File: config.mk
export PLATFORM = sky130hd
export DESIGN_NAME = game_controller_flat
export DESIGN_NICKNAME = d
export VERILOG_FILES = /design/src/rtl/game_controller_if.sv /design/src/rtl/game_controller.sv /design/src/flat_wrapper.sv
export SDC_FILE = /design/constraint.sdc
export NUM_CORES = 1
export LEC_CHECK = 0
export ABC_AREA = 1
export ABC_CLOCK_PERIOD_IN_PS = 1850
export BUFFER_PORTS_ARGS = -buffer_cell sky130_fd_sc_hd__buf_4
export CAP_MARGIN = 30
export CORE_MARGIN = 1.5
export CORE_UTILIZATION = 55
export CTS_BUF_LIST = sky130_fd_sc_hd__clkbuf_8
export CTS_CLUSTER_SIZE = 25
export DETAILED_ROUTE_END_ITERATION = 12
export PLACE_DENSITY_LB_ADDON = 0.1
export SYNTH_ARGS = -nofsm -noshare
export SYNTH_HDL_FRONTEND = slang
export SYNTH_SLANG_ARGS = --single-unit
File: constraint.sdc
create_clock -name clk -period 1.85 [get_ports clk]
set_clock_uncertainty 0.1 [all_clocks]
set_input_delay 0.0925 -clock clk [delete_from_list [all_inputs] [get_ports clk]]
set_output_delay 0.0925 -clock clk [all_outputs]
set_load 0.005 [all_outputs]
File: src/rtl/game_controller_if.sv
// Player/screen-side signal bundle for the two-player door game controller.
// The controller connects through the slave modport; the stimulus side
// (players, start button, screen drawer) connects through the master modport.
interface game_controller_if;
    logic       start;
    logic       p1_valid;
    logic [1:0] p1_choice;
    logic       p2_valid;
    logic [1:0] p2_choice;
    logic [1:0] correct_door;
    logic [1:0] p1_lives;
    logic [1:0] p2_lives;
    logic       time_up;
    logic       game_over;
    logic [1:0] winner;

    modport master (
        output start, p1_valid, p1_choice, p2_valid, p2_choice,
        input  correct_door, p1_lives, p2_lives, time_up, game_over, winner
    );

    modport slave (
        input  start, p1_valid, p1_choice, p2_valid, p2_choice,
        output correct_door, p1_lives, p2_lives, time_up, game_over, winner
    );
endinterface

File: src/rtl/game_controller.sv
// Two-player "pick the door" game controller.
// Each round a door is drawn from a free-running LFSR, both players get a timed
// window to lock in one choice, the correct door is revealed for a fixed time,
// then wrong or missing answers cost a life. The game ends when a player runs
// out of lives; start replays from the game-over screen.
module game_controller #(
    parameter int ROUND_CYCLES  = 250000000,
    parameter int REVEAL_CYCLES = 75000000
) (
    input  logic        clk,
    input  logic        reset,
    game_controller_if.slave bus
);

    localparam int MAX_CYCLES = (ROUND_CYCLES > REVEAL_CYCLES) ? ROUND_CYCLES : REVEAL_CYCLES;
    // Keep at least one timer bit so single-cycle windows still elaborate.
    localparam int TIMER_W = ($clog2(MAX_CYCLES) < 1) ? 1 : $clog2(MAX_CYCLES);
    localparam logic [TIMER_W-1:0] ROUND_LOAD  = TIMER_W'(ROUND_CYCLES - 1);
    localparam logic [TIMER_W-1:0] REVEAL_LOAD = TIMER_W'(REVEAL_CYCLES - 1);

    typedef enum logic [2:0] {IDLE, PICK, CHOOSE, REVEAL, SCORE, OVER} state_t;

    state_t               state, state_next;
    logic [TIMER_W-1:0]   timer, timer_next;
    logic [7:0]           lfsr;
    logic [1:0]           correct_door;
    logic [1:0]           p1_lives, p2_lives;
    logic [1:0]           p1_sel, p2_sel;
    logic                 p1_latched, p2_latched;
    logic                 time_up, game_over;
    logic [1:0]           winner;

    logic                 p1_take, p2_take;
    logic                 p1_miss, p2_miss;
    logic [1:0]           p1_scored, p2_scored;

    // State register.
    always_ff @(posedge clk or posedge reset) begin
        if (reset) state <= IDLE;
        // NOTE: every clocked assignment is non-blocking so all registers
        // sample pre-edge values regardless of block ordering.
        else       state <= state_next;
    end

    // Next-state, timer and scoring decisions.
    always_comb begin
        // NOTE: every output of this block gets a default first, so no path
        // through the case statement can leave a value held (no latches).
        state_next = state;
        timer_next = timer;
        p1_take    = 1'b0;
        p2_take    = 1'b0;
        p1_miss    = !p1_latched || (p1_sel != correct_door);
        p2_miss    = !p2_latched || (p2_sel != correct_door);
        p1_scored  = (p1_miss && p1_lives != 2'd0) ? p1_lives - 2'd1 : p1_lives;
        p2_scored  = (p2_miss && p2_lives != 2'd0) ? p2_lives - 2'd1 : p2_lives;

        case (state)
            IDLE: if (bus.start) state_next = PICK;
            PICK: begin
                timer_next = ROUND_LOAD;
                state_next = CHOOSE;
            end
            CHOOSE: begin
                p1_take = bus.p1_valid && !p1_latched;
                p2_take = bus.p2_valid && !p2_latched;
                // A strobe arriving this cycle already counts towards "both chose".
                if (timer == '0 ||
                    ((p1_latched || bus.p1_valid) && (p2_latched || bus.p2_valid))) begin
                    timer_next = REVEAL_LOAD;
                    state_next = REVEAL;
                end else begin
                    timer_next = timer - TIMER_W'(1);
                end
            end
            REVEAL: begin
                if (timer == '0) state_next = SCORE;
                else             timer_next = timer - TIMER_W'(1);
            end
            SCORE: state_next = (p1_scored == 2'd0 || p2_scored == 2'd0) ? OVER : PICK;
            OVER:  if (bus.start) state_next = PICK;
            default: state_next = IDLE;
        endcase
    end

    // Datapath: LFSR, timer, door draw, choice latches, lives and result flags.
    always_ff @(posedge clk or posedge reset) begin
        if (reset) begin
            lfsr         <= 8'h01;
            timer        <= '0;
            correct_door <= 2'd0;
            p1_lives     <= 2'd3;
            p2_lives     <= 2'd3;
            p1_sel       <= 2'd0;
            p2_sel       <= 2'd0;
            p1_latched   <= 1'b0;
            p2_latched   <= 1'b0;
            time_up      <= 1'b0;
            game_over    <= 1'b0;
            winner       <= 2'd0;
        end else begin
            // Taps 8,6,5,4: maximal length, so the all-zero state is unreachable.
            lfsr    <= {lfsr[6:0], lfsr[7] ^ lfsr[5] ^ lfsr[4] ^ lfsr[3]};
            timer   <= timer_next;
            time_up <= (state_next == REVEAL);

            case (state)
                PICK: begin
                    correct_door <= lfsr[1:0];
                    p1_sel       <= 2'd0;
                    p2_sel       <= 2'd0;
                    p1_latched   <= 1'b0;
                    p2_latched   <= 1'b0;
                end
                CHOOSE: begin
                    if (p1_take) begin
                        p1_latched <= 1'b1;
                        p1_sel     <= bus.p1_choice;
                    end
                    if (p2_take) begin
                        p2_latched <= 1'b1;
                        p2_sel     <= bus.p2_choice;
                    end
                end
                SCORE: begin
                    p1_lives <= p1_scored;
                    p2_lives <= p2_scored;
                    if (state_next == OVER) begin
                        game_over <= 1'b1;
                        // Bit 1 set means P2 won (P1 out), bit 0 means P1 won.
                        winner    <= {p1_scored == 2'd0, p2_scored == 2'd0};
                    end
                end
                OVER: begin
                    if (bus.start) begin
                        p1_lives  <= 2'd3;
                        p2_lives  <= 2'd3;
                        game_over <= 1'b0;
                        winner    <= 2'd0;
                    end
                end
                default: ;
            endcase
        end
    end

    assign bus.correct_door = correct_door;
    assign bus.p1_lives     = p1_lives;
    assign bus.p2_lives     = p2_lives;
    assign bus.time_up      = time_up;
    assign bus.game_over    = game_over;
    assign bus.winner       = winner;

endmodule

File: src/flat_wrapper.sv
// flat-port wrapper written by rule: the top's interface ports become plain ports
module game_controller_flat 
#(
    parameter int ROUND_CYCLES  = 250000000,
    parameter int REVEAL_CYCLES = 75000000
)
  (clk, reset, bus_start, bus_p1_valid, bus_p1_choice, bus_p2_valid, bus_p2_choice, bus_correct_door, bus_p1_lives, bus_p2_lives, bus_time_up, bus_game_over, bus_winner);
  game_controller_if bus_i ();
  input  logic clk;
  input  logic reset;
  input wire logic [$bits(bus_i.start)-1:0] bus_start;
  input wire logic [$bits(bus_i.p1_valid)-1:0] bus_p1_valid;
  input wire logic [$bits(bus_i.p1_choice)-1:0] bus_p1_choice;
  input wire logic [$bits(bus_i.p2_valid)-1:0] bus_p2_valid;
  input wire logic [$bits(bus_i.p2_choice)-1:0] bus_p2_choice;
  output wire logic [$bits(bus_i.correct_door)-1:0] bus_correct_door;
  output wire logic [$bits(bus_i.p1_lives)-1:0] bus_p1_lives;
  output wire logic [$bits(bus_i.p2_lives)-1:0] bus_p2_lives;
  output wire logic [$bits(bus_i.time_up)-1:0] bus_time_up;
  output wire logic [$bits(bus_i.game_over)-1:0] bus_game_over;
  output wire logic [$bits(bus_i.winner)-1:0] bus_winner;
  assign bus_i.start = bus_start;
  assign bus_i.p1_valid = bus_p1_valid;
  assign bus_i.p1_choice = bus_p1_choice;
  assign bus_i.p2_valid = bus_p2_valid;
  assign bus_i.p2_choice = bus_p2_choice;
  assign bus_correct_door = bus_i.correct_door;
  assign bus_p1_lives = bus_i.p1_lives;
  assign bus_p2_lives = bus_i.p2_lives;
  assign bus_time_up = bus_i.time_up;
  assign bus_game_over = bus_i.game_over;
  assign bus_winner = bus_i.winner;
  game_controller #(.ROUND_CYCLES(ROUND_CYCLES), .REVEAL_CYCLES(REVEAL_CYCLES)) u_core (.clk(clk), .reset(reset), .bus(bus_i));
endmodule
Word-level counts from Yosys, hierarchy flattened --
Index checks and enable logic that the tools add are counted.
Storage, ports and cells: output and inout bits 10, input port bits 9, flip-flop bits (word level) 55, word-level logic and storage cells 90
Operators by class: add/sub/neg operators 3, equality and inequality tests 14, reductions and logical operators 28, bitwise operators 3, multiplexer cells 29
Operators with widths (count):
- case mux 28 bit (3 select lines) | 1
- 2-to-1 mux 28 bit | 2
- logical NOT 28 bit | 1
- subtractor 28 x 1 -> 28 bit (second input constant) | 1
- case mux 2 bit (2 select lines) | 5
- case mux 3 bit (5 select lines) | 1
- 2-to-1 mux 2 bit | 7
- 2-to-1 mux 3 bit | 4
- equality test 3 x 2 -> 1 bit (second input constant) | 3
- equality test 3 bit (second input constant) | 3
- AND reduction 2 bit | 4
- nonzero test 2 bit | 4
- logical OR 1 bit | 6
- 2-to-1 mux 1 bit | 6
- inequality test 2 x 1 -> 1 bit (second input constant) | 3
- case mux 1 bit (2 select lines) | 3
- logical AND 1 bit | 5
- logical NOT 2 bit | 2
- inequality test 2 bit | 2
- inequality test 2 bit (second input constant) | 2
- subtractor 2 x 1 -> 2 bit (second input constant) | 2
- equality test 3 x 1 -> 1 bit (second input constant) | 1
- logical NOT 3 bit | 1
- AND reduction 3 bit | 1
- other kinds (4) | 7

Depth between registers and ports, before layout --
Gate-level depths: netlist of run 1.
depth after elaboration 11, depth in mapped cells 13

Worst setup path after synthesis of run 1 --
Ideal clock, no wire load.
path type flip-flop to flip-flop, from register u_core.timer[0], to register u_core.timer[26], data arrival time 1.533 ns, clock period less this slack 1.761 ns, cell stages (with the launch flop) 12, path slack 0.089 ns, path buffers 0, required time 1.622 ns, path through dfrtp_1 inv_1 ha_1 nand2_2 nor2_2 nand3_1 nor2_1 nand2_1 nor3_1 nand2_1 nand2_1 nand3_1
Between the ends: cells in the longest elaborated chain, start to end 4, elaborated cells between the ends (all ways) 8
RTL lines:
- from (decl) | RTL line game_controller.sv:24 | logic [TIMER_W-1:0] timer, timer_next;
- from (signal assigned) | RTL line game_controller.sv:104 | timer <= timer_next;
- branches (longest 4 deep; another with subtractor 28 x 1 -> 28 bit)
Several ways; the timed one is not identified. The select of a mux whose other input is x is not followed. A chain may end at the register's enable or synchronous reset.

Worst setup path in the final report of run 1 --
from register u_core.timer[0], to register u_core.timer[2]
The elaborated chain is that of the path after synthesis.

==> flow_summary.ini, run 1 <==
[job]
max-cap-violations = 0

[routing]
routed_wl_um = 8360
routedWlPerCell_um = 13.9
ant_nets = 0
first_pass_iters = 5
post-route-drc-count = 0
drt-initial-drc-count = 173
routed_via_density = 5.17
num_vias = 3119

[finish]
finalNetCount = 543
n_fill_cell = 404
antenna_cells = 0
areaGrowthSynthToFinish_pct = 37.4
register_area_mm2 = 0.00138
stdcell_count = 603
drive_above_1_share = 0.322
multi_input_area_mm2 = 0.00166
postLayoutCoreUtil = 0.783

[die]
io_pins = 19
die_h_um = 78.5
die_x_um = 78.5
start_util = 0.570
row_count = 27
die_area_mm2 = 0.00617
core-area_mm2 = 0.00551

[global_route]
grt_start_max_net_pins = 26
grt_pass1_wl_um = 13600
grtUsageTotal = 0.282
antenna_found_initial = 0
grt_pass1_vias = 3049
grt_overflow_total = 0

[timing]
fmax_ghz = 0.538
timing.final.hold_violations = 0
rsz0062_at_grt = yes
fin_ws_ns = -0.00889
tightest_slew_ns = 0.505
slew_headroom = 0.663
report.final.slew_viol_count = 0
post-route-period-util = 1.00
setup_tns_ns = -0.0164
period_needed_ns = 1.86
setup_viol = 2

[logic_synthesis]
syn_area_per_cell_um2 = 7.40
yosys.cell_count.top_type = nand2_1
synth-edff-count = 0
yosysWarnings = 0
syn_nets = 437
yosysTopAreaCellShare = 0.399
synthTopCellsByCount = nand2_1 (121), inv_1 (52), dfrtp_1 (50)
yosysSeqAreaShare = 0.441
syn-cell-area_mm2 = 0.00314
synthCells = 424
yosys.area.top_type = dfrtp_1
ys.flop_type = dfrtp_1
yosysUniqueCellTypes = 28
synth_top_cells_by_area = dfrtp_1 (40%), nand2_1 (14%), nand3_1 (7.7%)
ys_ff_latch = 55
ys_async_sr_fraction = 1.00

[pwr]
combPwrFrac = 0.572
power.leakage_nw = 2.13
clkPwrFrac = 0.126
swShare = 0.439
intPower_w = 0.00318
power_w = 0.00567
p_seq_frac = 0.302
p_switching_w = 0.00249
powerDensity_mw_per_mm2 = 1310
irDropWorstVdd_mv = 0.814

[worst_setup_path]
required_ns = 1.96
arrival_ns = 1.97
r2r_setup_slack_ns = -0.009
critPathKind = reg2reg
critPathCaptureType = flip-flop
critPathMaxFanout = 7
cp-start-kind = flip-flop

[hold_path]
hp-class = in2reg

[clock_tree]
clkTransAtPathRegs_ns = 0.11
cts_inserted_buffers = 5
cts_buffer_depth = 2
root_buffer = clkbuf_8
cts.htree.levels = 2
clk_latency_ns = 0.32
clock-sinks = 55
cts_tree = yes

[place]
globalplace.congestion = 0.906
port_buffers = 18
dp_cells = 578
place_hpwl_um = 6020

[run_status]
violations = setup timing
outcome = complete, but fails checks
[worst paths after layout]
kind,startpoint,cells past startpoint,endpoint
max,u_core.timer[0],12,u_core.timer[2]
min,bus_p1_valid,3,u_core.p1_sel[0]
max reg2reg,u_core.timer[0],12,u_core.timer[2]
min reg2reg,u_core.lfsr[6],0,u_core.lfsr[7]
max in group asynchronous,reset,4,u_core.timer[9]
min in group asynchronous,reset,3,u_core.lfsr[1]
[layer usage]
layer  vias to the layer above  part of all wire  GRT usage
li1                       1553                 -          -
met1                      1462              0.41      0.342
met2                        90              0.53      0.518
met3                        14             0.041     0.0395
met4                         0             0.018     0.0768
met5                         -                 0          0
[cell families after synthesis]
family | synth area share
simple gates | 0.344
fa+ha+maj | 0.0159
compound gates | 0.0730
flops | 0.441
buf+inv | 0.0845
xor+xnor | 0.0419
[repair_timing]
action,4_1_cts,5_1_grt
resized for setup,12,45
pin swaps,5,18
hold buffers,7,0
endpoints found under the hold margin,22,0
endpoints found under the setup margin,23,28
cloned,0,1
setup buffers,2,7
[worst max-delay path, stage by stage, from the launching register on]
cell	delay, ns
dfrtp_1	0.41
inv_2	0.10
ha_4	0.14
nand2_1	0.06
nor2_2	0.10
nand4_1	0.18
nand2_2	0.16
nand3_4	0.14
buf_6	0.17
nand2_2	0.05
nand2_2	0.04
nand2_1	0.05
nand2_1	0.05
[placed cells by master, fill, tap and decap left out, drive strengths merged, types with 3 or more instances in the layout]
cell           n
dfrtp         50
o21ai         30
xor2          12
nor2          52
dlygate4sd3    7
buf           96
nor3           6
nand3         49
clkbuf         6
ha             4
dfstp          5
xnor2          3
inv           61
a21oi         10
nand4          7
nand2        125
[registers in the layout, summed over array words and instances, names as in the netlist]
name / flops
u_core.bus.time_up: 1
u_core.bus.correct_door: 2
u_core.timer: 28
u_core.bus.game_over: 1
u_core.p2_sel: 2
u_core.state: 3
u_core.p2_latched: 1
u_core.lfsr: 8
u_core.bus.p1_lives: 2
u_core.bus.p2_lives: 2
u_core.p1_latched: 1
u_core.p1_sel: 2
u_core.bus.winner: 2
[final cells by class]
cell class                      instances  share of cell area
Multi-Input combinational cell        305               0.384
Clock inverter                          3             0.00638
Timing Repair Buffer                  104               0.200
Tap cell                               72              0.0209
Sequential cell                        55               0.321
Clock buffer                            5              0.0160
Inverter                               59              0.0519
[power groups by stage]
stage / clock [W] / sequential [W] / combinational (W)
2_1_floorplan: 0 / 0.00172 / 0.00162
3_3_place_gp: 0 / 0.00169 / 0.00267
3_5_place_dp: 0 / 0.00170 / 0.00274
4_1_cts: 0.000730 / 0.00169 / 0.00283
5_1_grt: 0.000777 / 0.00174 / 0.00356
6_report: 0.000715 / 0.00171 / 0.00324
[through the flow]
stage / setup WS [ns] / cell area [µm²] / hold slack, ns
floorplan: 0.0894 / 3140 / 0.136
global placement: -0.0127 / 3860 / 0.0540
detailed placement: -0.0738 / 3860 / 0.0598
CTS: -0.0277 / 4080 / 0.0509
global route: -0.0935 / 4310 / 0.0786
finish: -0.00889 / 4310 / 0.0603
(Power assumes the default switching activity.)
==> run 2: changes to the inputs <==
--- a/config.mk
+++ b/config.mk
@@ -15,6 +15,7 @@
 export CTS_CLUSTER_SIZE = 25
 export DETAILED_ROUTE_END_ITERATION = 12
 export PLACE_DENSITY_LB_ADDON = 0.1
+export SKIP_CTS_REPAIR_TIMING = 1
 export SYNTH_ARGS = -nofsm -noshare
 export SYNTH_HDL_FRONTEND = slang
 export SYNTH_SLANG_ARGS = --single-unit
==> flow_summary.ini, run 2 (synthesis results as in run 1) <==
[run_status]
outcome = complete, but fails checks
violations = hold timing, setup timing

[worst_setup_path]
critical-path-top-delay-family = simple AND/OR/NAND/NOR gates
path_cells = nor2_2 > nand3_2 > nor2_4 > nand4_1 > nand2_2 > nand3_4 > buf_6 > nand2_2 > nand2_2 > nand2_1 > nand2_1
worst_path_most_repeated_cell = nand2_2
rr_worst_depth = 11
arrival_ns = 2.01
slowest_stage = dfrtp_1
critPathKind = reg2reg
critPathCaptureType = flip-flop
cp-start-kind = flip-flop
cp.depth = 11
crit_buf_inv = 1
critPathMaxFanout = 7
slowest_delay_ns = 0.41
required_ns = 1.95

[routing]
routedWlPerCell_um = 13.4
post-route-drc-count = 0
routed_via_density = 5.09
num_vias = 3026
drt-initial-drc-count = 136
first_pass_iters = 4
routed_wl_um = 7950
ant_nets = 0

[clock_tree]
cts_inserted_buffers = 5
cts_tree = yes
clock-sinks = 55
clk_latency_ns = 0.32
cts_buffer_depth = 2
clkTransAtPathRegs_ns = 0.11
cts.htree.levels = 2
root_buffer = clkbuf_8

[global_route]
grt_pass1_wl_um = 13300
antenna_found_initial = 0
grt_start_max_net_pins = 26
grt_pass1_vias = 2979
grt_overflow_total = 0
grtUsageTotal = 0.275

[finish]
finalNetCount = 535
layout_common_cells = nand2_1 (116), buf_4 (84), dfrtp_1 (50), inv_1 (49), nand3_1 (47)
finalInstanceArea_mm2 = 0.00415
largest_register_ffs = 28
final_common_cell = nand2_1
areaGrowthSynthToFinish_pct = 32.1
reg.largest.list = u_core.timer: 28 flops, u_core.lfsr: 8 flops, u_core.state: 3 flops
drive_above_1_share = 0.287
antenna_cells = 0
largest-register = u_core.timer

[timing]
setup_tns_ns = -0.278
report.final.slew_viol_count = 0
timing.final.hold_violations = 1
slew_headroom = 0.663
post-route-period-util = 1.03
fmax_ghz = 0.524
setup_viol = 12
hold_ws_ns = -0.00173
rsz0062_at_grt = yes
period_needed_ns = 1.91
fin_ws_ns = -0.0570
tightest_slew_ns = 0.505

[pwr]
power.leakage_nw = 2.08
irDropWorstVdd_mv = 0.890
powerDensity_mw_per_mm2 = 1300
power_w = 0.00540

[die]
die_h_um = 78.5
die_area_mm2 = 0.00617
start_util = 0.570
core-area_mm2 = 0.00551
row_count = 27
die_x_um = 78.5
io_pins = 19

[job]
max-cap-violations = 0

[place]
place_hpwl_um = 6020
port_buffers = 18
globalplace.congestion = 0.906
preCtsSetupSlack_ns = -0.0738
placed_cell_area_mm2 = 0.00386

[hold_path]
min_path_cells = 4
hp-class = in2reg
## run 2: worst register-to-register path: stages (launching register included)
cell,delay (ns)
dfrtp_1,0.41
nor2_2,0.16
nand3_2,0.14
nor2_4,0.14
nand4_1,0.18
nand2_2,0.17
nand3_4,0.14
buf_6,0.17
nand2_2,0.05
nand2_2,0.04
nand2_1,0.05
nand2_1,0.05
## run 2: final cells by class
| type | instances | area [µm²] |
|---|---|---|
| multi-input cells | 305 | 1580 |
| flip-flops and latches | 55 | 1380 |
| fillers | 448 | 1360 |
| repair buffers | 96 | 776 |
| inverters | 59 | 224 |
| well taps | 72 | 90.1 |
| clock buffers | 5 | 68.8 |
| clock inverters | 3 | 27.5 |
## run 2: worst paths after layout
| check | startpoint | endpoint | slack [ns] |
|---|---|---|---|
| max in group asynchronous | reset | u_core.timer[9] | 0.87 |
| max | u_core.timer[17] | u_core.timer[2] | -0.06 |
| max reg2reg | u_core.timer[17] | u_core.timer[2] | -0.06 |
| min in group asynchronous | reset | u_core.lfsr[6] | 0.26 |
| min | bus_start | u_core.state[2] | -0.002 |
| min reg2reg | u_core.lfsr[6] | u_core.lfsr[7] | 0.27 |
## run 2: per-stage QoR
step / instances / util
finish: 595 / 0.753
global placement: 578 / 0.701
detailed placement: 578 / 0.701
global route: 595 / 0.753
CTS: 586 / 0.719
floorplan: 424 / -
## run 2: where the power goes
| group | leakage, nW | switching, W | internal, W |
|---|---|---|---|
| combinational | 1.38 | 0.00173 | 0.00125 |
| clock | 0.0467 | 0.000431 | 0.000281 |
| sequential | 0.653 | 0.000197 | 0.00150 |
| total | 2.08 | 0.00236 | 0.00304 |
## run 2: metal layers
layer	GRT usage	vias to the layer above	share of wire
met1	0.336	1424	0.44
met4	0.0750	0	0.019
met3	0.0407	15	0.025
met2	0.501	48	0.52
li1	-	1539	-
met5	0	-	0
==> run 3: changes to the inputs <==
--- a/config.mk
+++ b/config.mk
@@ -7,13 +7,13 @@
 export LEC_CHECK = 0
 export ABC_AREA = 1
 export ABC_CLOCK_PERIOD_IN_PS = 1850
-export BUFFER_PORTS_ARGS = -buffer_cell sky130_fd_sc_hd__buf_4
 export CAP_MARGIN = 30
 export CORE_MARGIN = 1.5
 export CORE_UTILIZATION = 55
 export CTS_BUF_LIST = sky130_fd_sc_hd__clkbuf_8
 export CTS_CLUSTER_SIZE = 25
 export DETAILED_ROUTE_END_ITERATION = 12
+export DONT_BUFFER_PORTS = 1
 export PLACE_DENSITY_LB_ADDON = 0.1
 export SKIP_CTS_REPAIR_TIMING = 1
 export SYNTH_ARGS = -nofsm -noshare
==> flow_summary.ini, run 3 (synthesis results as in run 1) <==
[clock_tree]
cts.htree.levels = 2
cts_inserted_buffers = 5
clk_latency_ns = 0.32
cts_tree = yes
clock-sinks = 55
cts_buffer_depth = 2
clkTransAtPathRegs_ns = 0.11
root_buffer = clkbuf_8

[hold_path]
hp-class = in2reg
min_path_cells = 4
min_to = u_core.bus.time_up
worstHoldStart = bus_p2_valid

[timing]
fmax_ghz = 0.533
tightest_slew_ns = 0.377
period_needed_ns = 1.88
timing.final.hold_violations = 0
setup_viol = 7
setup_tns_ns = -0.0907
fin_ws_ns = -0.0256
hold_ws_ns = 0.0504
slew_headroom = 0.749
post-route-period-util = 1.01
report.final.slew_viol_count = 0
rsz0062_at_grt = yes

[worst_setup_path]
slowest_delay_ns = 0.44
critPathKind = reg2reg
reg2reg_from = u_core.timer[4]
worst_path_most_repeated_cell = nor2_2
required_ns = 1.95
cp-start-kind = flip-flop
r2r_end = u_core.timer[27]
r2r_setup_slack_ns = -0.03
slowest_stage = dfrtp_1
arrival_ns = 1.97
critPathCaptureType = flip-flop
path_cells = nor2_2 > nand2_1 > nor2_2 > nand4_1 > nand2_2 > nand3_4 > buf_4 > nor2_1 > a21oi_1
rr_worst_depth = 9
critPathMaxFanout = 7

[job]
max-cap-violations = 0

[global_route]
grtUsageMet2 = 0.497
grtUsageMet3 = 0.0477
antenna_found_initial = 0
grt_start_max_net_pins = 56
top_usage_layer = met2
grt_overflow_total = 0
grt_pass1_wl_um = 13200
met1_usage = 0.321
grt_pass1_vias = 3075
grtUsageTotal = 0.275

[routing]
ant_nets = 0
first_pass_iters = 5
drt-initial-drc-count = 148
post-route-drc-count = 0
routedWlPerCell_um = 14.3
routed_via_density = 5.35
num_vias = 3052
routed_wl_um = 8150

[finish]
antenna_cells = 0
drive_above_1_share = 0.257
finalNetCount = 511
register_area_mm2 = 0.00138
largest_register_ffs = 28
n_fill_cell = 429
largest-register = u_core.timer
layout_common_cells = nand2_1 (115), buf_4 (59), dfrtp_1 (50), inv_1 (49), nand3_1 (46)
final_common_cell = nand2_1
reg.largest.list = u_core.timer: 28 flops, u_core.lfsr: 8 flops, u_core.state: 3 flops
multi_input_area_mm2 = 0.00159
areaGrowthSynthToFinish_pct = 27.3
postLayoutCoreUtil = 0.726

[die]
die_x_um = 78.5
start_util = 0.570
io_pins = 19
die_area_mm2 = 0.00617
row_count = 27
die_h_um = 78.5
core-area_mm2 = 0.00551

[place]
globalplace.congestion = 0.917
port_buffers = 0
place_hpwl_um = 5860
preCtsSetupSlack_ns = -0.0868

[pwr]
power_w = 0.00548
irDropWorstVdd_mv = 0.852
power.leakage_nw = 1.98
powerDensity_mw_per_mm2 = 1370

[run_status]
outcome = complete, but fails checks
violations = setup timing
run 3: cell count changes in the layout (fill, tap and decap cells not counted), sizes merged:
| cell | delta |
|---|---|
| dlygate4sd3 | +2 |
| bufinv | +1 |
| buf | -26 |
| inv | -1 |
run 3: worst max path at each step:
stage | from | endpoint | slack (ns) | cells after the start
finish | u_core.timer[4] | u_core.timer[27] | -0.03 | 9
global route | u_core.timer[17] | u_core.timer[17] | -0.18 | 12
CTS | u_core.timer[0] | u_core.timer[22] | -0.10 | 11
detailed placement | u_core.timer[0] | u_core.timer[22] | -0.09 | 11
global placement | u_core.timer[0] | u_core.timer[22] | -0.02 | 11
floorplan | u_core.timer[0] | u_core.timer[26] | 0.09 | 11
run 3: layout make-up:
class	instances	share of cell area
clock buffers	5	0.0172
inverters	59	0.0554
well taps	72	0.0225
multi-input cells	305	0.398
repair buffers	72	0.149
clock inverters	3	0.0116
flip-flops and latches	55	0.346
run 3: report_power, final:
part           internal [W]  total (W)  leakage [nW]  switching, W
Clock              0.000409   0.000841        0.0548      0.000433
Combinational       0.00120    0.00293          1.27       0.00174
Sequential          0.00150    0.00170         0.653      0.000199
Total               0.00311    0.00548          1.98       0.00237
run 3: metrics by stage:
stage	instance area, µm²	cells
finish	4000	571
global route	4000	571
CTS	3780	560
detailed placement	3670	552
global placement	3670	552
floorplan	3140	424
run 3: critical path, delay by kind of cell (launching register included):
| family | cells | cell delay (ns) |
|---|---|---|
| DFF | 1 | 0.44 |
| and+or+nand+nor | 7 | 0.95 |
| buffers and inverters | 1 | 0.20 |
| AOI/OAI and AO/OA | 1 | 0.06 |
run 3: per-layer routing:
metal | vias up | wire length, µm
met4 | 0 | 257
met2 | 100 | 4130
li1 | 1496 | -
met5 | - | 0
met1 | 1435 | 3350
met3 | 21 | 413
